<file path="src/rtl/shadow_chain_rx.sv">
// shadow_chain_rx: dump-chain receiver, deserialises ch_in into WORD_W words + FIFO.
// Optional idle timeout in RECV enabled by SHADOW_RX_TIMEOUT_EN.
module shadow_chain_rx #(
  parameter int WORD_W      = 32,
  parameter int FIFO_DEPTH  = 8,
  parameter int FRAME_BITS  = 38,
  parameter int TIMEOUT_CYC = 1024
) (
  input  logic              sh_clk,
  input  logic              sh_rst_l,
  input  logic              start,
  output logic              dump_en,
  input  logic              ch_in,
  input  logic              ch_in_vld,
  input  logic              ch_in_done,
  output logic [WORD_W-1:0] rd_data,
  output logic              rd_vld,
  input  logic              rd_rdy,
  output logic              busy,
  output logic              frame_done,
  output logic [15:0]       bit_cnt,
  output logic              len_err,
  output logic              ovf,
  output logic              tmo
);

  localparam int FW = $clog2(WORD_W);
  localparam int AW = $clog2(FIFO_DEPTH);

  typedef enum logic [1:0] {
    S_IDLE,
    S_REQ,
    S_RECV,
    S_FLUSH
  } st_e;

  st_e               st_q;
  logic [FW-1:0]     fill_q;
  logic [WORD_W-1:0] sh_q;
  logic [15:0]       cnt_q;
  logic              dump_q;
  logic              busy_q;
  logic              fd_q;
  logic              len_err_q;
  logic              ovf_q;
  logic              tmo_q;

  logic [WORD_W-1:0] mem_q [FIFO_DEPTH];
  logic [AW:0]       wp_q;
  logic [AW:0]       rp_q;

  logic              bit_take;
  logic              last_bit;
  logic [WORD_W-1:0] word_d;
  logic              push;
  logic [WORD_W-1:0] push_data;
  logic              empty;
  logic              full;
  logic              pop;
  logic              wr_ok;
  logic              drop;
  logic              tmo_hit;

`ifdef SHADOW_RX_TIMEOUT_EN
  localparam int TW = $clog2(TIMEOUT_CYC + 1);
  logic [TW-1:0] to_q;

  assign tmo_hit = (st_q == S_RECV) && !ch_in_vld && !ch_in_done &&
                   (to_q == TW'(TIMEOUT_CYC - 1));

  // Idle-cycle counter, restarted on entry to RECV and on every valid bit
  always_ff @(posedge sh_clk or negedge sh_rst_l) begin
    if (!sh_rst_l) begin
      to_q <= '0;
    end else if (st_q != S_RECV || ch_in_vld) begin
      to_q <= '0;
    end else begin
      to_q <= to_q + 1'b1;
    end
  end
`else
  assign tmo_hit = 1'b0;
`endif

  assign bit_take  = (st_q == S_RECV) && ch_in_vld;
  assign last_bit  = (fill_q == FW'(WORD_W - 1));
  assign word_d    = sh_q | (WORD_W'(ch_in) << fill_q);
  assign push      = (bit_take && last_bit) ||
                     ((st_q == S_FLUSH) && (fill_q != '0));
  assign push_data = (st_q == S_FLUSH) ? sh_q : word_d;

  assign empty = (wp_q == rp_q);
  assign full  = ((wp_q - rp_q) == (AW+1)'(FIFO_DEPTH));
  assign pop   = rd_rdy && !empty;
  assign wr_ok = push && (!full || pop);
  assign drop  = push && full && !pop;

  assign rd_vld     = !empty;
  assign rd_data    = empty ? '0 : mem_q[rp_q[AW-1:0]];
  assign dump_en    = dump_q;
  assign busy       = busy_q;
  assign frame_done = fd_q;
  assign bit_cnt    = cnt_q;
  assign len_err    = len_err_q;
  assign ovf        = ovf_q;
  assign tmo        = tmo_q;

  // Frame sequencing and all status outputs
  always_ff @(posedge sh_clk or negedge sh_rst_l) begin
    if (!sh_rst_l) begin
      st_q      <= S_IDLE;
      dump_q    <= 1'b0;
      busy_q    <= 1'b0;
      fd_q      <= 1'b0;
      cnt_q     <= '0;
      len_err_q <= 1'b0;
      ovf_q     <= 1'b0;
      tmo_q     <= 1'b0;
    end else begin
      dump_q <= 1'b0;
      fd_q   <= 1'b0;
      if (drop) ovf_q <= 1'b1;
      unique case (st_q)
        S_IDLE: begin
          if (start) begin
            st_q      <= S_REQ;
            dump_q    <= 1'b1;
            busy_q    <= 1'b1;
            cnt_q     <= '0;
            len_err_q <= 1'b0;
            ovf_q     <= 1'b0;
            tmo_q     <= 1'b0;
          end
        end
        S_REQ: st_q <= S_RECV;
        S_RECV: begin
          if (ch_in_vld && cnt_q != 16'hFFFF) cnt_q <= cnt_q + 16'd1;
          if (ch_in_done || tmo_hit) st_q <= S_FLUSH;
          if (tmo_hit) tmo_q <= 1'b1;
        end
        S_FLUSH: begin
          len_err_q <= (cnt_q != 16'(FRAME_BITS));
          fd_q      <= 1'b1;
          busy_q    <= 1'b0;
          st_q      <= S_IDLE;
        end
        default: st_q <= S_IDLE;
      endcase
    end
  end

  // Word assembly: LSB-first shift-in, cleared on every push
  always_ff @(posedge sh_clk or negedge sh_rst_l) begin
    if (!sh_rst_l) begin
      fill_q <= '0;
      sh_q   <= '0;
    end else if (st_q == S_FLUSH) begin
      fill_q <= '0;
      sh_q   <= '0;
    end else if (bit_take) begin
      if (last_bit) begin
        fill_q <= '0;
        sh_q   <= '0;
      end else begin
        fill_q <= fill_q + 1'b1;
        sh_q   <= word_d;
      end
    end
  end

  // FIFO pointers; extra MSB distinguishes full from empty
  always_ff @(posedge sh_clk or negedge sh_rst_l) begin
    if (!sh_rst_l) begin
      wp_q <= '0;
      rp_q <= '0;
    end else begin
      if (wr_ok) wp_q <= wp_q + 1'b1;
      if (pop)   rp_q <= rp_q + 1'b1;
    end
  end

  // FIFO storage; contents are don't-care while the pointers say empty
  always_ff @(posedge sh_clk) begin
    if (wr_ok) mem_q[wp_q[AW-1:0]] <= push_data;
  end

endmodule

</file>
<file path="config.mk">
export PLATFORM = sky130hd
export DESIGN_NAME = shadow_chain_rx
export DESIGN_NICKNAME = d
export VERILOG_FILES = /design/src/rtl/shadow_chain_rx.sv
export SDC_FILE = /design/constraint.sdc
export NUM_CORES = 1
export LEC_CHECK = 0
export ABC_CLOCK_PERIOD_IN_PS = 8000
export BUFFER_PORTS_ARGS = -buffer_cell sky130_fd_sc_hd__buf_2
export CELL_PAD_IN_SITES_DETAIL_PLACEMENT = 0
export CELL_PAD_IN_SITES_GLOBAL_PLACEMENT = 1
export CORE_ASPECT_RATIO = 1.2
export CORE_UTILIZATION = 35
export DETAILED_ROUTE_END_ITERATION = 10
export GPL_TIMING_DRIVEN = 0
export PLACE_DENSITY_LB_ADDON = 0.1
export SYNTH_ARGS = -nofsm -noshare
export SYNTH_HDL_FRONTEND = slang
export SYNTH_SLANG_ARGS = --single-unit
</file>
<file path="constraint.sdc">
create_clock -name sh_clk -period 8 [get_ports sh_clk]
set_input_delay 2 -clock sh_clk [delete_from_list [all_inputs] [get_ports sh_clk]]
set_output_delay 2 -clock sh_clk [all_outputs]
set_load 0.005 [all_outputs]
</file>
# --- After elaboration in Yosys (flattened, before gate mapping) ---
# Memory sizes are Yosys's and may differ from the RTL's.
# Cells that the tools add are included.
classes:
  addsub: 5
  eq_ne: 11
  shifts: 1
  n_mux: 26
  bitwise: 1
  reduce_logical: 21
ops:
  columns: ["op", "count"]
  rows:
  - ["2-to-1 mux 32 bit", 5]
  - ["2-to-1 mux 16 bit", 2]
  - ["bitwise OR 32 bit", 1]
  - ["one-hot mux 16 bit (2 select lines)", 1]
  - ["<< shifter 1 x 5 -> 32 bit", 1]
  - ["adder 16 x 1 -> 16 bit, second input constant", 1]
  - ["!= test 16 bit, second input constant", 1]
  - ["!= test 16 x 6 -> 1 bit, second input constant", 1]
  - ["2-to-1 mux 5 bit", 3]
  - ["2-to-1 mux 1 bit", 10]
  - ["adder 4 x 1 -> 4 bit, second input constant", 2]
  - ["logical AND 1 bit", 8]
  - ["one-hot mux 2 bit (4 select lines)", 1]
  - ["nonzero test 2 bit", 3]
  - ["adder 5 x 1 -> 5 bit, second input constant", 1]
  - ["equality test 5 bit, second input constant", 1]
  - ["nonzero test 5 bit", 1]
  - ["equality test 2 bit, second input constant", 2]
  - ["equality test 4 bit", 1]
  - ["equality test 4 bit, second input constant", 1]
  - ["2-to-1 mux 2 bit", 2]
  - ["!= test 2 bit, second input constant", 2]
  - ["one-hot mux 1 bit (2 select lines)", 2]
  - ["AND reduction 2 bit", 2]
  - ["7 further kinds", 10]
totals:
  regBits: 68
  ram_bits: 256
  inputBits: 7
  output_inout_bits: 55
  memories: 1
mem_list:
  columns: ["name", "words", "width", "rd", "rd_clocked_by_memory_dff", "wr", "line", "rtl"]
  rows:
  - ["mem_q", 8, 32, 1, 0, 1, "48", "logic [WORD_W-1:0] mem_q [FIFO_DEPTH];"]

# --- Logic depth before layout (Yosys ltp) ---
logic_depth:
  ltp_word: 9
  ltp_mapped: 10
  ltp_nobuf: 8

# --- Worst setup path before layout ---
# OpenSTA, ideal clock, no wires.
synth_timing:
  path_type: "input -> register"
  from: "input ch_in_vld"
  to: "memory mem_q[7][0], enable pin"
  setup_time_ns: 0.435
  arrival_time_ns: 4.260
  required_ns: 7.565
  path_slack_ns: 3.305
  path_stages: 5
  cell_sequence: "and2_1 -> buf_2 -> a22o_1 -> nand4_1 -> a21oi_1"
synth_via:
  elab_chain_len: 6
synth_rtl:
  columns: ["item", "line", "rtl"]
  rows:
  - ["start, declared", "14", "input logic ch_in_vld,"]
  - ["logical AND 1 bit", "85", "assign bit_take = (st_q == S_RECV) && ch_in_vld;"]
  - ["logical AND 1 bit", "88", "assign push = (bit_take && last_bit) ||"]
  - ["logical OR 1 bit", "88", null]
  - ["logical AND 1 bit", "95", "assign wr_ok = push && (!full || pop);"]
  - ["2-to-1 mux 1 bit", "184", "if (wr_ok) mem_q[wp_q[AW-1:0]] <= push_data;"]
  - ["2-to-1 mux 1 bit (not written as such)", "184", null]
  - ["end, declared", "48", null]
# Every way passes these cells.

# --- Worst setup path after layout ---
layout_timing:
  from: "register rp_q[2]"
  to: "output rd_data[12]"
layout_via:
  elab_chain_len: 2
  elab_cells_between_ends: 3
  cone_classes: "eq/ne: 1; mux: 1; memory: 1"
layout_rtl:
  columns: ["item", "line", "rtl"]
  rows:
  - ["start, declared", "50", "logic [AW:0] rp_q;"]
  - ["start signal, assigned", "178", "if (pop) rp_q <= rp_q + 1'b1;"]
  - ["memory (8 x 32 bit) or equality test 4 bit (tied branches)", null, null]
  - ["2-to-1 mux 32 bit (*)", "99", "assign rd_data = empty ? '0 : mem_q[rp_q[AW-1:0]];"]
  - ["end, declared", "16", "output logic [WORD_W-1:0] rd_data,"]
# Every way passes the cells marked *; elsewhere a longest branch is shown, timed or not.

==> results.sh <==
export IMPL_grt_setup_unrepaired="no"
export IMPL_vdd_drop_max_mv=0.179
export IMPL_clk_latency_ps=520
export IMPL_synth_flop_cell="edfxtp_1"
export IMPL_syn_inst=823
export IMPL_violations="DRC"
export IMPL_clk_pin_slew_ps=60
export IMPL_maxSlewHeadroom_pct=17.2
export IMPL_vias_per_cell=5.16
export IMPL_place_hpwl_um=20400
export IMPL_synth_common_cells="edfxtp_1, nand2_1, a21oi_1, dfrtp_1, mux4_2"
export IMPL_die_h_um=215
export IMPL_drive_gt1_share_pct=22.2
export IMPL_die_width_um=180
export IMPL_boundaryPins=62
export IMPL_grt_max_degree=62
export IMPL_slew_viol_final=0
export IMPL_maxCapViolations=0
export IMPL_ys_seq_elements=324
export IMPL_postCtsSetupBuffers=0
export IMPL_hold_class="flip-flop to flip-flop"
export IMPL_dr_pass1_iters=10
export IMPL_end_kind="output pin"
export IMPL_cts_hold_buf=0
export IMPL_yosysTopAreaCellShare_pct=58.1
export IMPL_antenna_found_initial=1
export IMPL_synthTopCellsByArea="edfxtp_1, dfrtp_1, mux4_2"
export IMPL_finalCriticalPeriod_ps=6520
export IMPL_setup_tns_ps=0
export IMPL_place_gp_congestion=0.735
export IMPL_cts_max_path_buffers=3
export IMPL_io_buffers=60
export IMPL_cts_root_buf="clkbuf_16"
export IMPL_cp_arrival_ps=4520
export IMPL_cts_buffers=35
export IMPL_leakage_nw=5.81
export IMPL_grt_usage_pct=17.2
export IMPL_synth_most_common_cell="edfxtp_1"
export IMPL_timing_final_hold_violations=0
export IMPL_fin_skew_ps=24.3
export IMPL_die_area_um2=38600
export IMPL_crit_fanout=10
export IMPL_syn_to_final_growth_pct=16.6
export IMPL_outcome="finished with violations"
export IMPL_ys_seq_area_share_pct=70.9
export IMPL_gr_total_overflow=0
export IMPL_ys_types=53
export IMPL_synth_nets=844
export IMPL_avgRoutedWirePerCell_um=22.2
export IMPL_clock_sinks=324
export IMPL_setup_worst_path_start_class="flip-flop"
export IMPL_via_count=7376
export IMPL_ys_warn_count=0
export IMPL_synthArstFlopShare_pct=21.0
export IMPL_routed_wl_um=31800
export IMPL_ctsHtreeMaxLevel=2
export IMPL_num_rows=77
export IMPL_grt_pass1_vias=7920
export IMPL_initialDrtViolationCount=488
export IMPL_grt_pass1_wl_um=49500
export IMPL_worstSetupPathType="flip-flop to output pin"
export IMPL_drtAntennaViolNets=0
export IMPL_cts_tree="yes"
export IMPL_num_antenna_cells=0
export IMPL_synth_edf_count=256
export IMPL_drcViolationCount=2
export IMPL_synth_top_area_cell="edfxtp_1"
export IMPL_dp_cells=1366
export IMPL_power_density_nw_per_um2=329
export IMPL_syn_cell_area_um2=13200
export IMPL_fin_nets=950
export IMPL_max_freq_mhz=153
export IMPL_finalNonFillerCells=1429
export IMPL_avgSynthCellArea_um2=16.1
export IMPL_coreArea_um2=37100
export IMPL_cts_resized=0
export IMPL_min_period_over_period_pct=81.5
export IMPL_finalSetupViolations=0
export IMPL_cp_required_ps=6000
export IMPL_tightest_slew_ps=1230
export IMPL_start_util_pct=35.7
## final cells by class
type,count,area [um^2]
buffer,39,175
clock buffer,46,960
clock inverter,17,106
fill,3409,21700
inverter,12,45.0
multi-input combinational,448,3650
sequential,324,9390
tap,474,593
timing repair buffer,69,513
## cell families after synthesis
kind of cell / count (synthesis) / synth area share, %
DFF: 324 / 70.9
adders and majority gates: 14 / 1.32
xor gates and xnor gates: 16 / 1.06
and+or+nand+nor: 218 / 7.56
buffers and inverters: 51 / 1.66
AOI/OAI and AO/OA: 133 / 6.35
muxes: 66 / 11.1
other: 1 / 0.0283
## state kept, by name (all words and copies together), names as in the netlist
name,cells
len_err,1
dump_en,1
mem_q,256
rp_q,4
bit_cnt,16
frame_done,1
sh_q,32
fill_q,5
busy,1
ovf,1
st_q,2
wp_q,4
## layer usage
metal,track usage [%],share of wire [%],vias up
li1,-,-,3384
met1,22.6,44,3819
met2,29.5,51,125
met3,2.66,3.6,46
met4,4.66,1.9,2
met5,0,0.025,-
## report_power, final
part           leakage [nW]  switching, W  internal, W
Combinational          2.08      0.000907     0.000639
Sequential             3.21     0.0000699      0.00194
Clock                 0.519      0.000644     0.000877
Total                  5.81       0.00162      0.00346
## per-stage QoR
step / hold WS [ps] / area (um^2) / utilization [%] / total power [W] / setup WS [ps]
finish: 490 / 15400 / 41.6 / 0.00508 / 1480
global route: 499 / 15400 / 41.6 / 0.00538 / 1180
CTS: 490 / 15400 / 41.6 / 0.00518 / 1280
detailed placement: 481 / 14400 / 38.7 / 0.00364 / 1860
global placement: 477 / 14100 / 38.1 / 0.00362 / 797
floorplan: 462 / 13200 / - / 0.00303 / 3300
## path summary, 6_finish.rpt
kind | from | end | slack, ps | depth (start not counted)
setup reg to reg | rp_q[2] | mem_q[5][14] | 3900 | 10
min in group asynchronous | sh_rst_l | bit_cnt[13] | 1300 | 1
max in group asynchronous | sh_rst_l | sh_q[13] | 6130 | 2
setup / recovery | rp_q[2] | rd_data[12] | 1480 | 9
hold / removal | wp_q[3] | wp_q[3] | 490 | 1
hold reg to reg | wp_q[3] | wp_q[3] | 490 | 1
## worst max-delay path, stage by stage, from the launching register on
cell,delay [ps]
dfrtp_1,330
clkbuf_1,490
inv_1,330
clkbuf_1,370
ha_1,460
nand2_1,100
nor2_1,860
clkbuf_1,680
a21oi_1,160
buf_2,180
## cells in the final DEF, fill, tap and decap left out, drive strengths merged, types with 5 or more instances in the layout
cell type	synthesis	routed
nand3	11	11
edfxtp	256	256
xor2	10	10
buf	18	87
nand4	9	9
inv	12	12
clkbuf	21	67
xnor2	6	6
ha	14	14
and4	5	5
o21ai	10	10
clkinv	0	14
dfrtp	68	68
nand2	90	90
and3	7	7
nor3	9	9
a21oi	73	73
a21o	33	33
nor2	62	62
mux4	64	64
No activity file was read; power rests on OpenSTA's default activity.
